**src/rtl/i2s_tdm_xmit.sv**
```systemverilog
// I2S / left-justified / TDM serial transmitter.
// A frame word (all channels) is staged in a one-deep holding register and
// moved into a padded frame shifter on each falling lrclk edge. Bits leave
// MSB-first on BCLK falling-edge strobes. Each channel slot is the data word
// followed by zero padding.
module i2s_tdm_xmit #(
  parameter int DATA_BITS = 24,
  parameter int SLOT_BITS = 32,
  parameter int NUM_CH    = 2
) (
  input  logic                        clk,
  input  logic                        rst,
  input  logic                        lrclk,
  input  logic                        CBrise,
  input  logic                        CBfall,
  input  logic                        mode,
  input  logic [NUM_CH*DATA_BITS-1:0] sample_data,
  input  logic                        sample_valid,
  output logic                        sample_ready,
  output logic                        outbit,
  output logic                        underflow,
  output logic                        frame_err
);

  localparam int FRAME_BITS = NUM_CH * SLOT_BITS;
  localparam int CNT_W      = $clog2(FRAME_BITS + 2);
  localparam int WORD_BITS  = NUM_CH * DATA_BITS;

  // Last counter position carrying data: I2S spends position 0 on the delay bit.
  localparam logic [CNT_W-1:0] LAST_I2S = CNT_W'(FRAME_BITS);
  localparam logic [CNT_W-1:0] LAST_LJ  = CNT_W'(FRAME_BITS - 1);

  typedef enum logic [1:0] {IDLE, SEND, PAD} state_t;

  state_t                  state_reg, state_next;
  logic [CNT_W-1:0]        cnt_reg, cnt_next;
  logic [FRAME_BITS-1:0]   shift_reg, shift_next;
  logic [WORD_BITS-1:0]    hold_reg, hold_next;
  logic                    full_reg, full_next;
  logic                    mode_reg, mode_next;
  logic                    outbit_reg, outbit_next;
  logic                    underflow_reg, underflow_next;
  logic                    frame_err_reg, frame_err_next;
  logic                    lrclk_d_reg;

  logic                    frame_edge;
  logic                    accept;
  logic                    mode_sel;
  logic [CNT_W-1:0]        cur_pos;
  logic [CNT_W-1:0]        last_pos;
  logic [WORD_BITS-1:0]    src_word;
  logic [FRAME_BITS-1:0]   load_frame;
  logic [FRAME_BITS-1:0]   shift_src;

  // CBrise marks the receiver's sampling point; the transmitter ignores it.
  logic cbrise_unused;
  assign cbrise_unused = CBrise;

  assign frame_edge   = lrclk_d_reg && !lrclk;
  assign sample_ready = !full_reg && !rst;
  assign accept       = sample_valid && sample_ready;

  // Word for the next frame: held word first, else bypass, else silence.
  assign src_word = full_reg ? hold_reg : (sample_valid ? sample_data : '0);

  // On the edge clk the new frame's mode and bit 0 take effect immediately.
  assign mode_sel  = frame_edge ? mode : mode_reg;
  assign cur_pos   = frame_edge ? '0 : cnt_reg;
  assign last_pos  = mode_sel ? LAST_LJ : LAST_I2S;
  assign shift_src = frame_edge ? load_frame : shift_reg;

  // Lay each channel word into its slot, MSB-aligned, zero padded below.
  genvar gi;
  generate
    for (gi = 0; gi < NUM_CH; gi++) begin : g_slot
      if (SLOT_BITS > DATA_BITS) begin : g_pad
        assign load_frame[(NUM_CH-gi)*SLOT_BITS-1 -: SLOT_BITS] =
          {src_word[(NUM_CH-gi)*DATA_BITS-1 -: DATA_BITS], {(SLOT_BITS-DATA_BITS){1'b0}}};
      end else begin : g_nopad
        assign load_frame[(NUM_CH-gi)*SLOT_BITS-1 -: SLOT_BITS] =
          src_word[(NUM_CH-gi)*DATA_BITS-1 -: DATA_BITS];
      end
    end
  endgenerate

  // Next-state and datapath: frame-edge loading, holding-register handshake, bit emission.
  always_comb begin
    state_next     = state_reg;
    cnt_next       = cnt_reg;
    shift_next     = shift_reg;
    hold_next      = hold_reg;
    full_next      = full_reg;
    mode_next      = mode_reg;
    outbit_next    = outbit_reg;
    underflow_next = 1'b0;
    frame_err_next = 1'b0;

    if (frame_edge) begin
      full_next      = 1'b0;
      mode_next      = mode;
      state_next     = SEND;
      cnt_next       = '0;
      shift_next     = load_frame;
      underflow_next = !full_reg && !sample_valid;
      frame_err_next = (state_reg == SEND);
    end else if (accept) begin
      full_next = 1'b1;
      hold_next = sample_data;
    end

    if (CBfall) begin
      if (frame_edge || state_reg == SEND) begin
        if (!mode_sel && cur_pos == '0) begin
          outbit_next = 1'b0;
        end else begin
          outbit_next = shift_src[FRAME_BITS-1];
          shift_next  = shift_src << 1;
        end
        cnt_next = cur_pos + 1'b1;
        if (cur_pos == last_pos) begin
          state_next = PAD;
        end
      end else begin
        outbit_next = 1'b0;
      end
    end
  end

  // State and datapath registers; reset drops the frame and any held word.
  always_ff @(posedge clk) begin
    if (rst) begin
      state_reg     <= IDLE;
      cnt_reg       <= '0;
      shift_reg     <= '0;
      hold_reg      <= '0;
      full_reg      <= 1'b0;
      mode_reg      <= 1'b0;
      outbit_reg    <= 1'b0;
      underflow_reg <= 1'b0;
      frame_err_reg <= 1'b0;
      lrclk_d_reg   <= 1'b0;
    end else begin
      state_reg     <= state_next;
      cnt_reg       <= cnt_next;
      shift_reg     <= shift_next;
      hold_reg      <= hold_next;
      full_reg      <= full_next;
      mode_reg      <= mode_next;
      outbit_reg    <= outbit_next;
      underflow_reg <= underflow_next;
      frame_err_reg <= frame_err_next;
      lrclk_d_reg   <= lrclk;
    end
  end

  assign outbit    = outbit_reg;
  assign underflow = underflow_reg;
  assign frame_err = frame_err_reg;

endmodule

```
**config.mk**
```make
export PLATFORM = sky130hd
export DESIGN_NAME = i2s_tdm_xmit
export DESIGN_NICKNAME = d
export VERILOG_FILES = /design/src/rtl/i2s_tdm_xmit.sv
export SDC_FILE = /design/constraint.sdc
export NUM_CORES = 1
export LEC_CHECK = 0
export ABC_AREA = 1
export CORE_UTILIZATION = 46
export DETAILED_ROUTE_END_ITERATION = 10
export PLACE_DENSITY = 0.72
export SYNTH_ARGS = -nofsm -noshare
export SYNTH_HDL_FRONTEND = slang
export SYNTH_SLANG_ARGS = --single-unit
```
**constraint.sdc**
```tcl
create_clock -name clk -period 2.3 [get_ports clk]
set_clock_uncertainty 0.2 [all_clocks]
set_input_delay 0.345 -clock clk [delete_from_list [all_inputs] [get_ports clk]]
set_output_delay 0.345 -clock clk [all_outputs]
set_load 0.05 [all_outputs]
```
==> results of run 1 <==
==> routing by layer <==
layer  vias up  share of wire, %  global-route usage [%]
met4         0               1.1                    6.75
met5         -                 0                       0
met2        94                44                    31.4
li1       2909                 -                       -
met3        14               3.7                    5.61
met1      2494                51                    26.4
==> cells in the mapped netlist (4+ instances only) <==
cell      instances
buf_6             5
a21boi_0         51
buf_1             6
a21oi_1          58
nand3_1          70
inv_2             4
buf_2            16
dfxtp_1         127
nand2_1         147
inv_1            60
a22oi_1          47
clkbuf_1         43
nor2_1           82
a21boi_1         10
o21ai_0         102
==> repair_timing <==
action	in CTS	in global routing
endpoints found under the setup margin	0	49
gates resized for setup	0	1
setup buffers	0	0
hold buffers	0	0
==> area by class of cell <==
type | count | share of cell area (%)
flip-flops and latches | 127 | 33.9
clock inverters | 6 | 1.07
clock buffers | 25 | 6.73
repair buffers | 88 | 12.5
well taps | 172 | 2.87
multi-input cells | 584 | 39.8
inverters | 64 | 3.20
==> final timing paths <==
path | from | slack (ns) | end
hold / removal | hold_reg[47]$_SDFFE_PP0P_ | 0.24 | hold_reg[47]$_SDFFE_PP0P_
hold reg to reg | hold_reg[47]$_SDFFE_PP0P_ | 0.24 | hold_reg[47]$_SDFFE_PP0P_
setup / recovery | outbit$_SDFFE_PP0P_ | 0.22 | outbit
setup reg to reg | lrclk_d_reg$_SDFF_PP0_ | 0.29 | shift_reg[13]$_SDFF_PP0_
==> through the flow <==
stage | total power, W | cells | utilization, % | setup WS [ns] | setup TNS (ns)
floorplan | 0.00292 | 846 | - | 0.139 | 0
global placement | 0.00316 | 1034 | 54.1 | -0.297 | -14.59
detailed placement | 0.00317 | 1034 | 54.1 | -0.340 | -15.55
CTS | 0.00582 | 1065 | 58.7 | 0.0217 | 0
global route | 0.00604 | 1066 | 58.8 | 0.0901 | 0
finish | 0.00578 | 1066 | 58.8 | 0.223 | 0
==> power by group <==
group	total, W	switching [W]	internal [W]
Sequential	0.00235	0.0000319	0.00232
Clock	0.00264	0.000919	0.00172
Combinational	0.000785	0.000454	0.000331
Total	0.00578	0.00140	0.00437
==> cells by family after synthesis <==
group	Yosys count	share of synthesized area, %
compound gates	271	26.9
fa+ha+maj	1	0.206
buf+inv	136	9.46
flops	127	41.8
simple gates	311	21.7
==> results.md, run 1 <==
* Status: finished clean
* Hold Crit Class: register to register
* Ranking of synthesized cells by area: dfxtp_1 (42%), nand2_1 (9.1%), o21ai_0 (8.4%), a21boi_0 (6.3%), a22oi_1 (5.8%)
* Layout fillers at 1168
* Max Root-Sink Buffers at 2
* Setup CP Type: register to primary output
* Footprint of the multi-input gates at roughly 0.003 sq mm
* Synth unique cells at 29
* Slowest CP cell: clkdlybuf4s50_1
* ANT cells at 0
* Initial Util at 47.6%
* DP Wirelength at 7.61 mm
* Port bufs at 57
* Sequential share of the synthesized area at around two fifths
* Synth async-reset ratio at 0%
* Largest net degree at the start of global routing at 63
* Top Family by Delay on Critical Path: buffers and inverters
* Cells on worst reg2reg path at 9
* Vias/cell at 5.17
* TritonCTS Buffers at 17
* Final Hold Violating Endpoints at 0
* Pwr per Cell Area at 769 mW/mm^2
* Final worst path period share at 90.3%
* # setup viols final at 0
* CP max stage delay at 0.79 ns
* Tot GR Track Use at 20.0%
* Die area at between 0.01 and 0.015 sq mm
* Die span in x at 117 um
* Synth warn at 0
* Crit path depth at 1
* Synth Instances at between 800 and 900
* Initial antenna violation count at 0
* DRC at 0
* CP Cell Sequence: clkdlybuf4s50_1
* Rel. slew slack at 52.0%
* Final #Nets at 938
* Main synth FF type: dfxtp_1
* Least-Margin Pin Slew at 0.718 ns
* Ratio of cells with drive above 1 in the final layout at 8.17%
* Avg Cell Area, Syn at a little over 7 sq um
* Post-synth top area cell: dfxtp_1
* Area after DPL at 0.00691 sq mm
* Row count at 41
* Hold slack at between 0.2 and 0.25 ns
* GPL Wtd Cong at 0.772
* CTS tree: done
* Post-synth EDFFs at 0
* Peak supply drop at 0.000641 V
* Fmax at 482 MHz
* Register area at roughly 0.0025 sq mm
* Largest register FFs at 64
* Design area at 0.00751 sq mm
* CTS H-Tree Depth at 4
* I/O pins at between 50 and 60
* Max-cap check violation count at 0
* Buf+Inv Stages, Crit Path at 1
* FF+latch count, synth at 127
* WL/cell at 12.2 um
* CTS Root Cell: clkbuf_16
* Synthesized net count at 902
* CP Capture Type: primary output
* Final WL at 13.0 mm
* Worst-Skew Late Latency at 0.41 ns
* Netlist Area Pre-Place at 0.00608 sq mm
* Core area at 0.0128 sq mm
* Most common cell after layout, fill and taps aside: nand2_1
* Vias in the first global route at 4807
* Routed Antenna Nets at 0
* First-pass GRT wire length at about 22 mm
* Initial DRC count at between 300 and 400
* P_leak at 2.95 nW
* Clock slew at reported path FFs at 0.06 ns
* Vias at 5511
* WP data arrival at 1.53 ns
* Worst setup SP type: register
* Crit path max fanout at 2
* CTS sink count at 127
* Worst Hold Depth at 2
* Max-slew violation count at 0
* Data required, critical path at 1.75 ns
* Die height at 117 um
* Area Growth Syn to Fin at 23.5%
* RSZ-0062 raised after global routing: no
* TritonRoute pass-1 iters at 6
* Share of the synthesized area in the top cell type at 41.8%
* Commonest cells after routing, fill and taps aside: nand2_1 (147), dfxtp_1 (127), o21ai_0 (102)
* Global route overflow at 0
* Period minus WS final at 2.08 ns
Note: power is estimated with default switching activity, not from simulation.
==> run 2: changes to the inputs <==
- MAX_ROUTING_LAYER: unset -> met4
- REMOVE_ABC_BUFFERS: unset -> 1
==> run 2 against run 1 <==
Compared with the run above:
- flip-flop and latch count unchanged
- sequential share of layout area about the same
- clock power about the same
- fmax decreased by 2.0%
- worst setup slack got worse by 0.041 ns
- die area unchanged
- critical path depth increased by 9
- final cell count about the same
- wire length increased by 3.9%
==> results.md, run 2 (synthesis gave the netlist of run 1 again) <==
* Tot Pwr at 0.00576 W
* Worst-Skew Late Latency at about 0.42 ns
* CTS sink count at 127
* Commonest cells after routing, fill and taps aside: nand2_1 (147), dfxtp_1 (127), o21ai_0 (102)
* Setup_tns at 0 ns
* Most common cell after layout, fill and taps aside: nand2_1
* Status: finished clean
* Die height at between 100 and 150 um
* I/O pins at 59
* Initial Util at between 40% and 50%
* Initial DRC count at 441
* Die span in x at 117 um
* Final Hold Violating Endpoints at 0
* Worst setup SP type: primary input
* P_leak at 2.92 nW
* Max-slew violation count at 0
* TritonCTS Buffers at 17
* Dpl cells at 1034
* DP Wirelength at around 8 mm
* Hold Crit Class: register to register
* Crit path max fanout at just under 50
* CP max stage delay at 0.43 ns
* Area Growth Syn to Fin at 23.4%
* Period minus WS final at 2.12 ns
* WP data arrival at about 2.2 ns
* Clock slew at reported path FFs at 0.06 ns
* Buf+Inv Stages, Crit Path at 4
* WL/cell at 12.7 um
* # setup viols final at 0
* Ratio of cells with drive above 1 in the final layout at roughly 8.6%
* CTS tree: done
* Data required, critical path at 2.40 ns
* Least-Margin Pin Slew at around 0.7 ns
* Setup bufs post-CTS at 0
* Largest net degree at the start of global routing at 64
* Vias in the first global route at 4794
* Footprint of the multi-input gates at around 0.003 sq mm
* Vias at 5523
* Rel. slew slack at 52.5%
* Initial antenna violation count at 0
* Final worst path period share at slightly above 90%
* DRC at 0
* GPL Wtd Cong at between 0.8 and 0.9
* Slowest CP cell: clkdlybuf4s50_1
* Tot GR Track Use at 22.0%
* Vias/cell at 5.18
* CTS Root Cell: clkbuf_16
* TritonRoute pass-1 iters at 5
* First-pass GRT wire length at 22.7 mm
* Setup CP Type: primary input to register
* Register area at 0.00254 sq mm
* Global route overflow at 0
* Die area at 0.0137 sq mm
* Final Non-Filler Cells at 1067
* Area after DPL at about 0.0069 sq mm
* RSZ-0062 raised after global routing: no
* Cts-stage hold buffer count at 0
* CP Cell Sequence: clkdlybuf4s50_1, inv_2, nand2_4, buf_4, nand2_1, ha_1, nand4_4, buf_12, a21boi_0, nor2_1
* Row count at 41
* Routed Antenna Nets at 0
* Final Util at 58.8%
* Largest register FFs at 64
* Final #Nets at 938
* Top Family by Delay on Critical Path: buffers and inverters
* Peak supply drop at just under 0.0007 V
* Core area at 0.0128 sq mm
* CP Capture Type: register
* Fmax at between 400 and 500 MHz
* Max-cap check violation count at 0
* Design area at between 0.007 and 0.008 sq mm
* Layout fillers at 1132
* Max Root-Sink Buffers at 2
* Final WL at 13.5 mm
* Pwr per Cell Area at 768 mW/mm^2
* ANT cells at 0
* Port bufs at 57
* CTS H-Tree Depth at 4
[run 2: final timing paths]
check / startpoint / endpoint / slack, ns / depth (start not counted)
worst min register to register: state_reg[1]$_SDFF_PP0_ / frame_err$_SDFF_PP0_ / 0.24 / 1
worst max register to register: lrclk_d_reg$_SDFF_PP0_ / shift_reg[6]$_SDFF_PP0_ / 0.19 / 8
worst min-delay path: state_reg[1]$_SDFF_PP0_ / frame_err$_SDFF_PP0_ / 0.24 / 1
worst max-delay path: lrclk / shift_reg[6]$_SDFF_PP0_ / 0.18 / 10
[run 2: power by group]
group          total [W]  leakage [nW]  switching [W]  internal, W
clock            0.00262         0.270        0.00100      0.00162
combinational   0.000796          1.62       0.000463     0.000333
sequential       0.00235          1.03      0.0000331      0.00231
total            0.00576          2.92        0.00150      0.00426
[run 2: metrics by stage]
| step | setup WS (ns) | hold WS (ns) |
|---|---|---|
| final | 0.182 | 0.235 |
| after floorplan | -1.37 | 0.199 |
| after detailed placement | -0.379 | 0.216 |
| after CTS | 0.0560 | 0.230 |
| after global placement | -0.313 | 0.219 |
| after global routing | 0.0246 | 0.242 |
[run 2: final cells by class]
cell class	instances	area share (%)
sequential	127	33.9
tap	172	2.87
clock buffer	18	5.85
clock inverter	14	1.90
inverter	64	3.23
timing repair buffer	88	12.4
multi-input combinational	584	39.9
[run 2: per-layer routing]
layer	vias up	part of all wire, %	global-route usage, %
met5	-	0	-
met4	0	1.1	6.75
met3	18	4.2	5.36
met2	100	45	34.0
met1	2480	49	28.5
li1	2925	-	-
[run 2: timing repair]
| item | 4_1_cts | 5_1_grt |
|---|---|---|
| hold endpoints to repair | 0 | 0 |
| pin swaps | 1 | 0 |
| setup endpoints to repair | 2 | 35 |
| gates cloned | 1 | 0 |
| gates resized for setup | 0 | 2 |
==> run 3: changes to the inputs <==
- CORE_MARGIN: unset -> 4
==> run 3 against run 2 <==
Compared with the run above:
- die area rose by 11%
- fmax rose by 2.0%
- worst setup slack better by 0.042 ns
- non-clock buffer count is 2 lower
- final cell count shrank 0.37%
- register-to-register slack gained 0.10 ns
- clock power down 11%
- wire length down 1.6%
- cell area fell by 0.93%
- sequential power hardly changed
- count of clock-buffer cells in the layout rose by 4
- largest power group is now sequential cells
- highest routed layer unchanged
==> results.md, run 3 (synthesis gave the netlist of run 1 again) <==
* Vias in the first global route at approximately 5000
* Final Hold Violating Endpoints at 0
* GPL Wtd Cong at 0.838
* R2R Path End: shift_reg[30]$_SDFF_PP0_
* Cts-stage hold buffer count at 0
* Final #Nets at roughly 940
* Global route overflow at 0
* ANT cells at 0
* Period minus WS final at approximately 2.1 ns
* WL/cell at 12.5 um
* Seq pwr share at 42.9%
* DRC at 0
* Initial DRC count at about 450
* TritonCTS Buffers at 17
* Dpl cells at 1032
* Max Root-Sink Buffers at 2
* Pwr per Cell Area at 736 mW/mm^2
* Core area at 0.0128 sq mm
* Clock Power Share at 42.6%
* CTS sink count at 127
* Final worst path period share at around nine tenths
* Routed Antenna Nets at 0
* Cell Int Power at 0.00405 W
* Data required, critical path at 1.75 ns
* Final WL at 13.3 mm
* First-pass GRT wire length at roughly 22 mm
* # setup viols final at 0
* Combinational share of power at 14.5%
* RSZ-0062 raised after global routing: no
* Die height at 123 um
* Least-Margin Pin Slew at around 0.7 ns
* Most common cell after layout, fill and taps aside: nand2_1
* Met2 wire len at 5.82 mm
* DP Wirelength at between 7 and 8 mm
* Fmax at 482 MHz
* Switching share of total power at 26.0%
* Worst setup SP type: register
* Peak supply drop at 0.000478 V
* WP data arrival at 1.53 ns
* Tot GR Track Use at 18.3%
* Vias/cell at approximately 5.2
* Cells on worst reg2reg path at 9
* Row count at 41
* Initial Util at between 40% and 50%
* Port bufs at 57
* Metal3 WL at 609 um
* Final Non-Filler Cells at 1063
* Reg2reg setup slack at between 0.2 and 0.3 ns
* CP Capture Type: primary output
* Top Metal Used: met4
* Largest net degree at the start of global routing at 96
* Crit path max fanout at 2
* CTS Root Cell: clkbuf_16
* CP max stage delay at around 0.80 ns
* Clock slew at reported path FFs at 0.05 ns
* Die span in x at 123 um
* Status: finished clean
* Rel. slew slack at 52.1%
* Vias at 5528
* Setup CP Type: register to primary output
* Largest register FFs at 64
* CP Cell Sequence: clkdlybuf4s50_1
* Area Growth Syn to Fin at 22.3%
* Buf+Inv Stages, Crit Path at 1
* Worst-Skew Late Latency at 0.42 ns
* TritonRoute pass-1 iters at 5
* CTS tree: done
* Met1 WL at 6.67 mm
* Top Family by Delay on Critical Path: buffers and inverters
* Layout fillers at 1221
* I/O pins at 59
* P_leak at just under 3 nW
* Die area at 0.0151 sq mm
* Net Switching at 0.00142 W
* Hold slack at 0.243 ns
* Max-cap check violation count at 0
* Crit path depth at 1
* Ratio of cells with drive above 1 in the final layout at 7.86%
* Commonest cells after routing, fill and taps aside: nand2_1 (147), dfxtp_1 (127), o21ai_0 (102)
* Max-slew violation count at 0
* Worst Setup EP: outbit
* CTS H-Tree Depth at 4
* Slowest CP cell: clkdlybuf4s50_1
* Tot Pwr at 0.00547 W
* Setup crit start: outbit$_SDFFE_PP0P_
* Hold Crit Class: register to register
* RR Startpoint: lrclk_d_reg$_SDFF_PP0_
* Initial antenna violation count at 0
-- run 3: cell count changes in the layout (fill, tap and decap cells not counted), moves of 2 or more --
| cell | previous run | this run |
|---|---|---|
| clkbuf_1 | 0 | 3 |
| buf_4 | 21 | 18 |
| clkinv_2 | 6 | 8 |
| buf_12 | 10 | 12 |
| clkinvlp_4 | 6 | 1 |
| bufinv_16 | 2 | 0 |
-- run 3: what timing repair did --
item,in CTS,in global routing
hold endpoints to repair,0,0
resized for setup,0,1
setup buffers,0,0
endpoints found under the setup margin,0,49
-- run 3: metal layers --
metal  GRT usage (%)  vias to the layer above
li1                -                     2912
met5               -                        -
met4            6.71                        0
met3            3.80                       17
met1            23.8                     2498
met2            28.4                      101
-- run 3: final cells by class --
class	instances	area (sq um)	area share [%]
multi-input cells	584	2990	40.3
flip-flops and latches	127	2540	34.2
repair buffers	86	936	12.6
clock buffers	22	464	6.24
inverters	64	241	3.25
well taps	172	215	2.89
clock inverters	8	42.5	0.572
-- run 3: tightest hold or removal path, delay by kind of cell, from the launching register on --
kind	cells	cell delay, ns
AO/OA/AOI/OAI	1	0.05
buffers and inverters	1	0.05
flip-flops	1	0.29
-- run 3: worst min-delay path by stage --
stage,start,end,cells past startpoint
2_1_floorplan,state_reg[1]$_SDFF_PP0_,frame_err$_SDFF_PP0_,1
3_3_place_gp,state_reg[1]$_SDFF_PP0_,frame_err$_SDFF_PP0_,1
3_5_place_dp,hold_reg[0]$_SDFFE_PP0P_,hold_reg[0]$_SDFFE_PP0P_,2
4_1_cts,hold_reg[46]$_SDFFE_PP0P_,hold_reg[46]$_SDFFE_PP0P_,2
5_1_grt,hold_reg[27]$_SDFFE_PP0P_,hold_reg[27]$_SDFFE_PP0P_,2
6_report,hold_reg[34]$_SDFFE_PP0P_,hold_reg[34]$_SDFFE_PP0P_,2
-- run 3: metrics by stage --
step                      setup TNS, ns  instance area, sq um  util, %  setup slack (ns)
final                                 0                  7440     58.2             0.224
after global routing                  0                  7440     58.2            0.0792
after CTS                             0                  7420     58.1            0.0291
after detailed placement         -17.18                  6920     54.2            -0.343
after global placement           -16.81                  6920     54.2            -0.347
after floorplan                 -113.47                  5750        -             -1.37
-- run 3: power groups by stage --
stage / logic [W] / registers (W) / clock network, W
floorplan: 0.000464 / 0.00239 / 0
global placement: 0.000776 / 0.00239 / 0
detailed placement: 0.000783 / 0.00239 / 0
CTS: 0.000788 / 0.00235 / 0.00237
global route: 0.000896 / 0.00235 / 0.00247
finish: 0.000791 / 0.00235 / 0.00233
